File: config.mk
export PLATFORM = sky130hd
export DESIGN_NAME = fall_alarm_controller
export DESIGN_NICKNAME = d
export VERILOG_FILES = /design/src/rtl/fall_alarm_controller.sv
export SDC_FILE = /design/constraint.sdc
export NUM_CORES = 1
export LEC_CHECK = 0
export BUFFER_PORTS_ARGS = -buffer_cell sky130_fd_sc_hd__buf_2
export CORE_MARGIN = 2
export CORE_UTILIZATION = 40
export DETAILED_ROUTE_END_ITERATION = 10
export HOLD_SLACK_MARGIN = 0.08
export PLACE_DENSITY = 0.71
export RECOVER_POWER = 50
export SKIP_LAST_GASP = 1
export SLEW_MARGIN = 5
export SYNTH_ARGS = -nofsm -noshare
export SYNTH_HDL_FRONTEND = slang
export SYNTH_SLANG_ARGS = --single-unit
File: constraint.sdc
create_clock -name clk -period 2.2 [get_ports clk]
set_input_delay 0.11 -clock clk [delete_from_list [all_inputs] [get_ports clk]]
set_output_delay 0.11 -clock clk [all_outputs]
set_load 0.01 [all_outputs]
File: src/rtl/fall_alarm_controller.sv
// Debounces the fall detector flag, latches an alarm until acknowledged, escalates on timeout,
// enforces a post-acknowledge cooldown and keeps a saturating count of confirmed falls.
module fall_alarm_controller #(
  parameter int unsigned CONFIRM_CYCLES  = 4,
  parameter int unsigned ESCALATE_CYCLES = 16,
  parameter int unsigned COOLDOWN_CYCLES = 8
) (
  input  logic       clk,
  input  logic       rst,
  input  logic       fallDetected,
  input  logic       ack,
  input  logic       clrCount,
  output logic       alarm,
  output logic       escalate,
  output logic [7:0] fallCount,
  output logic [1:0] state
);

  typedef enum logic [1:0] {
    StIdle     = 2'd0,
    StConfirm  = 2'd1,
    StAlarm    = 2'd2,
    StCooldown = 2'd3
  } stateT;

  // Terminal values of the shared run counter for each timed state.
  localparam logic [7:0] ConfirmLast  = 8'(CONFIRM_CYCLES - 1);
  localparam logic [7:0] EscalateLast = 8'(ESCALATE_CYCLES - 1);
  localparam logic [7:0] CooldownLast = 8'(COOLDOWN_CYCLES - 1);

  stateT      stateQ, stateD;
  logic [7:0] cntQ, cntD;
  logic       alarmQ, alarmD;
  logic       escalateQ, escalateD;
  logic [7:0] fallCountQ, fallCountD;
  logic       confirmed;

  // State register and all registered outputs.
  always_ff @(posedge clk) begin
    if (rst) begin
      stateQ     <= StIdle;
      cntQ       <= 8'd0;
      alarmQ     <= 1'b0;
      escalateQ  <= 1'b0;
      fallCountQ <= 8'd0;
    end else begin
      stateQ     <= stateD;
      cntQ       <= cntD;
      alarmQ     <= alarmD;
      escalateQ  <= escalateD;
      fallCountQ <= fallCountD;
    end
  end

  // Next-state and run-counter logic; the counter restarts on every state change.
  always_comb begin
    stateD    = stateQ;
    cntD      = cntQ;
    confirmed = 1'b0;
    unique case (stateQ)
      StIdle: begin
        if (fallDetected) begin
          stateD = StConfirm;
          cntD   = 8'd1;
        end
      end
      StConfirm: begin
        if (!fallDetected) begin
          stateD = StIdle;
          cntD   = 8'd0;
        end else if (cntQ == ConfirmLast) begin
          stateD    = StAlarm;
          cntD      = 8'd0;
          confirmed = 1'b1;
        end else begin
          cntD = cntQ + 8'd1;
        end
      end
      StAlarm: begin
        if (ack) begin
          stateD = StCooldown;
          cntD   = 8'd0;
        end else if (cntQ != EscalateLast) begin
          cntD = cntQ + 8'd1;
        end
      end
      StCooldown: begin
        if (cntQ == CooldownLast) begin
          stateD = StIdle;
          cntD   = 8'd0;
        end else begin
          cntD = cntQ + 8'd1;
        end
      end
      default: begin
        stateD = StIdle;
        cntD   = 8'd0;
      end
    endcase
  end

  // Next values of the registered outputs.
  always_comb begin
    alarmD     = (stateD == StAlarm);
    escalateD  = 1'b0;
    fallCountD = fallCountQ;
    // Acknowledge wins over a timeout landing on the same edge.
    if ((stateQ == StAlarm) && !ack) begin
      escalateD = escalateQ | (cntQ == EscalateLast);
    end
    if (clrCount) begin
      fallCountD = 8'd0;
    end else if (confirmed && (fallCountQ != 8'hFF)) begin
      fallCountD = fallCountQ + 8'd1;
    end
  end

  assign alarm     = alarmQ;
  assign escalate  = escalateQ;
  assign fallCount = fallCountQ;
  assign state     = stateQ;

endmodule

# Word-level counts from Yosys, hierarchy flattened
# Cells that the tools add are included.
# op_classes
mul	0
mux	16
shift	0
magnitude_cmp	0
n_div	0
bitwise	2
eq_ne	11
n_reduce_logical	7
add_sub_neg	2
# ops
cell	n
two-way mux 8 bit	6
case mux 8 bit (4 select lines)	1
adder 8 x 1 -> 8 bit, second input constant	2
two-way mux 2 bit	5
== test 8 x 2 -> 1 bit, second input constant	1
== test 8 x 3 -> 1 bit, second input constant	1
== test 8 x 4 -> 1 bit, second input constant	1
!= test 8 x 4 -> 1 bit, second input constant	1
!= test 8 bit, second input constant	1
case mux 2 bit (4 select lines)	1
== test 2 bit, second input constant	3
OR reduction 2 bit	2
two-way mux 1 bit	3
!= test 3 bit, second input constant	1
== test 2 x 1 -> 1 bit, second input constant	1
logical AND 1 bit	2
zero test 2 bit	1
!= test 2 bit, second input constant	1
AND reduction 2 bit	1
zero test 1 bit	1
inverter 1 bit	1
OR 1 bit	1
# word_totals
regBits	20
out_inout_bits	12
rom_bits	0
in_bits	5
mem_count	0
latchBits	0
ram_bits	0

# Depth between registers and ports, before layout
# logic_depth
depth_word	5
ltp_mapped	8

# Worst setup path before layout
# Ideal clock, no wire load.
# synth_path
path_type	register -> register
startpoint	register cntQ[0]
endpoint	register cntQ[1]
period_less_slack_ps	1944
arrival_ps	1817
setup_ps	128
path_stages_with_launch	9
slack_ps	256
path_cell_list	dfxtp_1 > ha_1 > buf_2 > or3b_2 > o21ai_0 > a211oi_1 > buf_6 > a32oi_1 > nor2_1
# synth_via
elab_chain_cells	4
# synth_lines
item	line	text
from (decl)	32	logic [7:0] cntQ, cntD;
from (signal assigned)	48	cntQ <= cntD;
adder 8 x 1 -> 8 bit or == test 8 x 2 -> 1 bit (tied branches)	-	
two-way mux 8 bit (on tied branches)	83, 71	
two-way mux 8 bit (on tied branches)	80, 68	
case mux 8 bit (4 select lines)	60	unique case (stateQ)
# Several ways; a longest one is shown, not always the timed one. The select of a mux whose other input is x is not followed.
# A chain may end at the register's enable or synchronous reset.

# Final worst setup path
# layout_path
startpoint	register cntQ[0]
endpoint	register cntQ[7]
# Same word-level chain as after synthesis.

==> metrics.md <==
| Metric | Value |
|---|---|
| Logic pwr share | `6.6%` |
| DRT iter0 DRCs | `30` |
| Clock tree from TritonCTS | `done` |
| Number of routed nets with antenna violations | `0` |
| PwrDens | `475 nW/um^2` |
| DR vias/cell | `5.78` |
| H-tree levels | `1` |
| Lkg Pwr | `0.420 nW` |
| Synth area leader | `dfxtp_1` |
| Vias in the first global route | `922` |
| Flop pwr share | `63.1%` |
| Min Tclk post-route | `2010 ps` |
| Status | `completed` |
| Drt wl/cell | `13.1 um` |
| Share of layout cells above drive strength 1 | `12.5%` |
| Synth Register Bits | `20` |
| Cell Int Power | `0.000442 W` |
| Final period utilization | `91.5%` |
| Setup TNS Final | `0 ps` |
| Sequential share of the synthesized area | `36.3%` |
| Synth Instances | `136` |
| Largest cells by area after synthesis | `dfxtp_1 36%, nor2_1 5.1%, nand3_1 5.0%` |
| Starting Density | `41.1%` |
| Area of the multi-input gates | `651 sq um` |
| Die Y-Extent | `56.5 um` |
| Worst Path Required | `2430 ps` |
| Mapped Nets | `143` |
| Clock power share | `30.3%` |
| Hold_sp | `fallDetected` |
| # diodes | `0` |
| GR Overflow Total | `0` |
| Pin count of the biggest net entering global routing | `13` |
| Vias | `1057` |
| Most frequent cells in the layout | `20 x dfxtp_1, 15 x nor2_1, 12 x clkbuf_1` |
| First drt pass iteration count | `4` |
| Hold Path Class | `input port to register` |
| Net Switching | `0.000140 W` |
| Ys async rst share | `0%` |
| Rel. slew slack | `55.9%` |
| VDD IR max | `0.000426 V` |
| Endpoints failing hold | `0` |
| Routability-driven placement congestion ratio | `0.781` |
| Reg2reg start | `cntQ[0]` |
| YS warnings | `0` |
| Netlist cell types | `40` |
| WL final | `2400 um` |
| Fillers | `270` |
| FF-to-FF End | `cntQ[7]` |
| Register area | `400 sq um` |
| Clock slew at reported path FFs | `120 ps` |
| Worst slew pin tran | `660 ps` |
| Arr. time, crit path | `2240 ps` |
| R2R cell count | `6` |
| Max-cap violations | `0` |
| Commonest non-fill, non-tap cell in the layout | `dfxtp_1` |
| Critical path fanouts, max | `11` |
| Cell area after synthesis | `1100 sq um` |
| Die ar. | `3200 sq um` |
| Cts bufs inserted | `3` |
| CTS root buf | `clkbuf_4` |
| First-pass GRT wire length | `3980 um` |
| Switching portion of total power | `24.1%` |
| PortBufs | `16` |
| Hold Slack | `113 ps` |
| Most used DFF post-synth | `dfxtp_1` |
| Synth-to-layout area growth | `10.9%` |
| Crit path kind | `register to register` |
| Setup WS post-layout | `187 ps` |
| Top cell type's share of synthesized area | `36.3%` |
| Hold path depth | `3` |
| Die W | `56.5 um` |
| Total track usage | `15.7%` |
| Detailed placement HPWL | `1730 um` |
| Row Count | `19` |
| DP Worst Slack | `-128 ps` |
| Clock latency on the worst-skew pair | `300 ps` |
| Final Setup Violations | `0` |
| I/O Pins | `17` |
| CP endpoint kind | `register` |
| Clk buf depth | `2` |
| Reg2Reg Setup Slack | `190 ps` |
| Average size of a mapped cell | `8.11 sq um` |
| Clock Sinks | `20` |
| Final slew viol count | `0` |
| RSZ-0062 raised after global routing | `yes` |
| Setup bufs post-CTS | `0` |
| EDFF count, synth | `0` |
| Hold EP | `cntQ[0]` |
| Setup crit start kind | `register` |
| Clock Skews | `11.2 ps` |
| Core area | `2690 sq um` |
| Nets | `161` |
| Fmax | `497 MHz` |
| DRC Markers | `0` |
| Number of antenna violations at the first check in global routing | `0` |
[area by class of cell]
type	count	share of cell area, %
inverters	3	0.920
clock buffers	3	1.84
well taps	31	3.17
flip-flops and latches	20	32.7
multi-input cells	105	53.2
repair buffers	21	8.18
[metrics by stage]
stage | area, sq um | total power [W] | cells | utilization, %
after floorplan | 1100 | 0.000401 | 136 | -
after detailed placement | 1210 | 0.000413 | 180 | 45.2
final | 1220 | 0.000582 | 183 | 45.6
after global placement | 1210 | 0.000412 | 180 | 45.2
after CTS | 1240 | 0.000594 | 183 | 46.2
after global routing | 1220 | 0.000610 | 183 | 45.6
[power groups by stage]
stage | logic [W] | registers, W | clock network [W]
after floorplan | 0.0000260 | 0.000375 | 0
after global placement | 0.0000373 | 0.000375 | 0
after detailed placement | 0.0000379 | 0.000375 | 0
after CTS | 0.0000389 | 0.000367 | 0.000188
after global routing | 0.0000426 | 0.000368 | 0.000200
final | 0.0000385 | 0.000367 | 0.000176
[worst max-delay path, cell delays in order (launching register included)]
cell and delay [ps]:
dfxtp_1 360, ha_1 220, or3b_2 250, o21ai_0 130
a211oi_2 620, nand4b_1 170, a31oi_1 190
[how the worst max path moves through the flow]
| stage | start | to | slack (ps) | depth (start not counted) |
|---|---|---|---|---|
| final | cntQ[0] | cntQ[7] | 190 | 6 |
| after CTS | cntQ[0] | cntQ[1] | 200 | 6 |
| after global placement | cntQ[0] | cntQ[6] | 40 | 6 |
| after detailed placement | cntQ[0] | cntQ[7] | -130 | 6 |
| after global routing | cntQ[0] | cntQ[6] | -40 | 6 |
| after floorplan | cntQ[0] | cntQ[1] | 260 | 8 |
[logic make-up (layout without fill, tap and decap cells)]
group / Yosys count / count (layout) / share of synthesized area (%)
AND/OR/NAND/NOR: 71 / 71 / 36.1
flip-flops: 20 / 20 / 36.3
adder cells (fa/ha/maj): 2 / 2 / 2.27
XOR/XNOR: 5 / 5 / 3.97
buffers and inverters: 11 / 27 / 5.21
AO/OA/AOI/OAI: 27 / 27 / 16.2
[metal layers]
metal | part of all wire, % | up-vias | GRT usage (%)
met5 | 0 | - | 0
met4 | 2.0 | 0 | 7.48
met3 | 4.1 | 6 | 2.30
met2 | 48 | 22 | 27.1
met1 | 46 | 494 | 18.8
li1 | - | 535 | -
[registers in the layout, summed over array words and instances, names as in the netlist]
signal and flops:
alarm 1, cntQ 8, escalate 1, fallCount 8
state 2
[synth_stat cells (all sizes together) (5+ instances only)]
master,instances
a21oi,5
nor2,15
nand4,5
xor2,5
a31oi,6
nand3b,5
nand3,11
nand2,11
nor3,7
dfxtp,20
[what timing repair did]
item / in CTS / in global routing
endpoints found under the hold margin: 0 / 0
gates resized for setup: 1 / 0
hold buffers: 0 / 0
endpoints found under the setup margin: 7 / 2
Note: power is estimated with default switching activity, not from simulation.
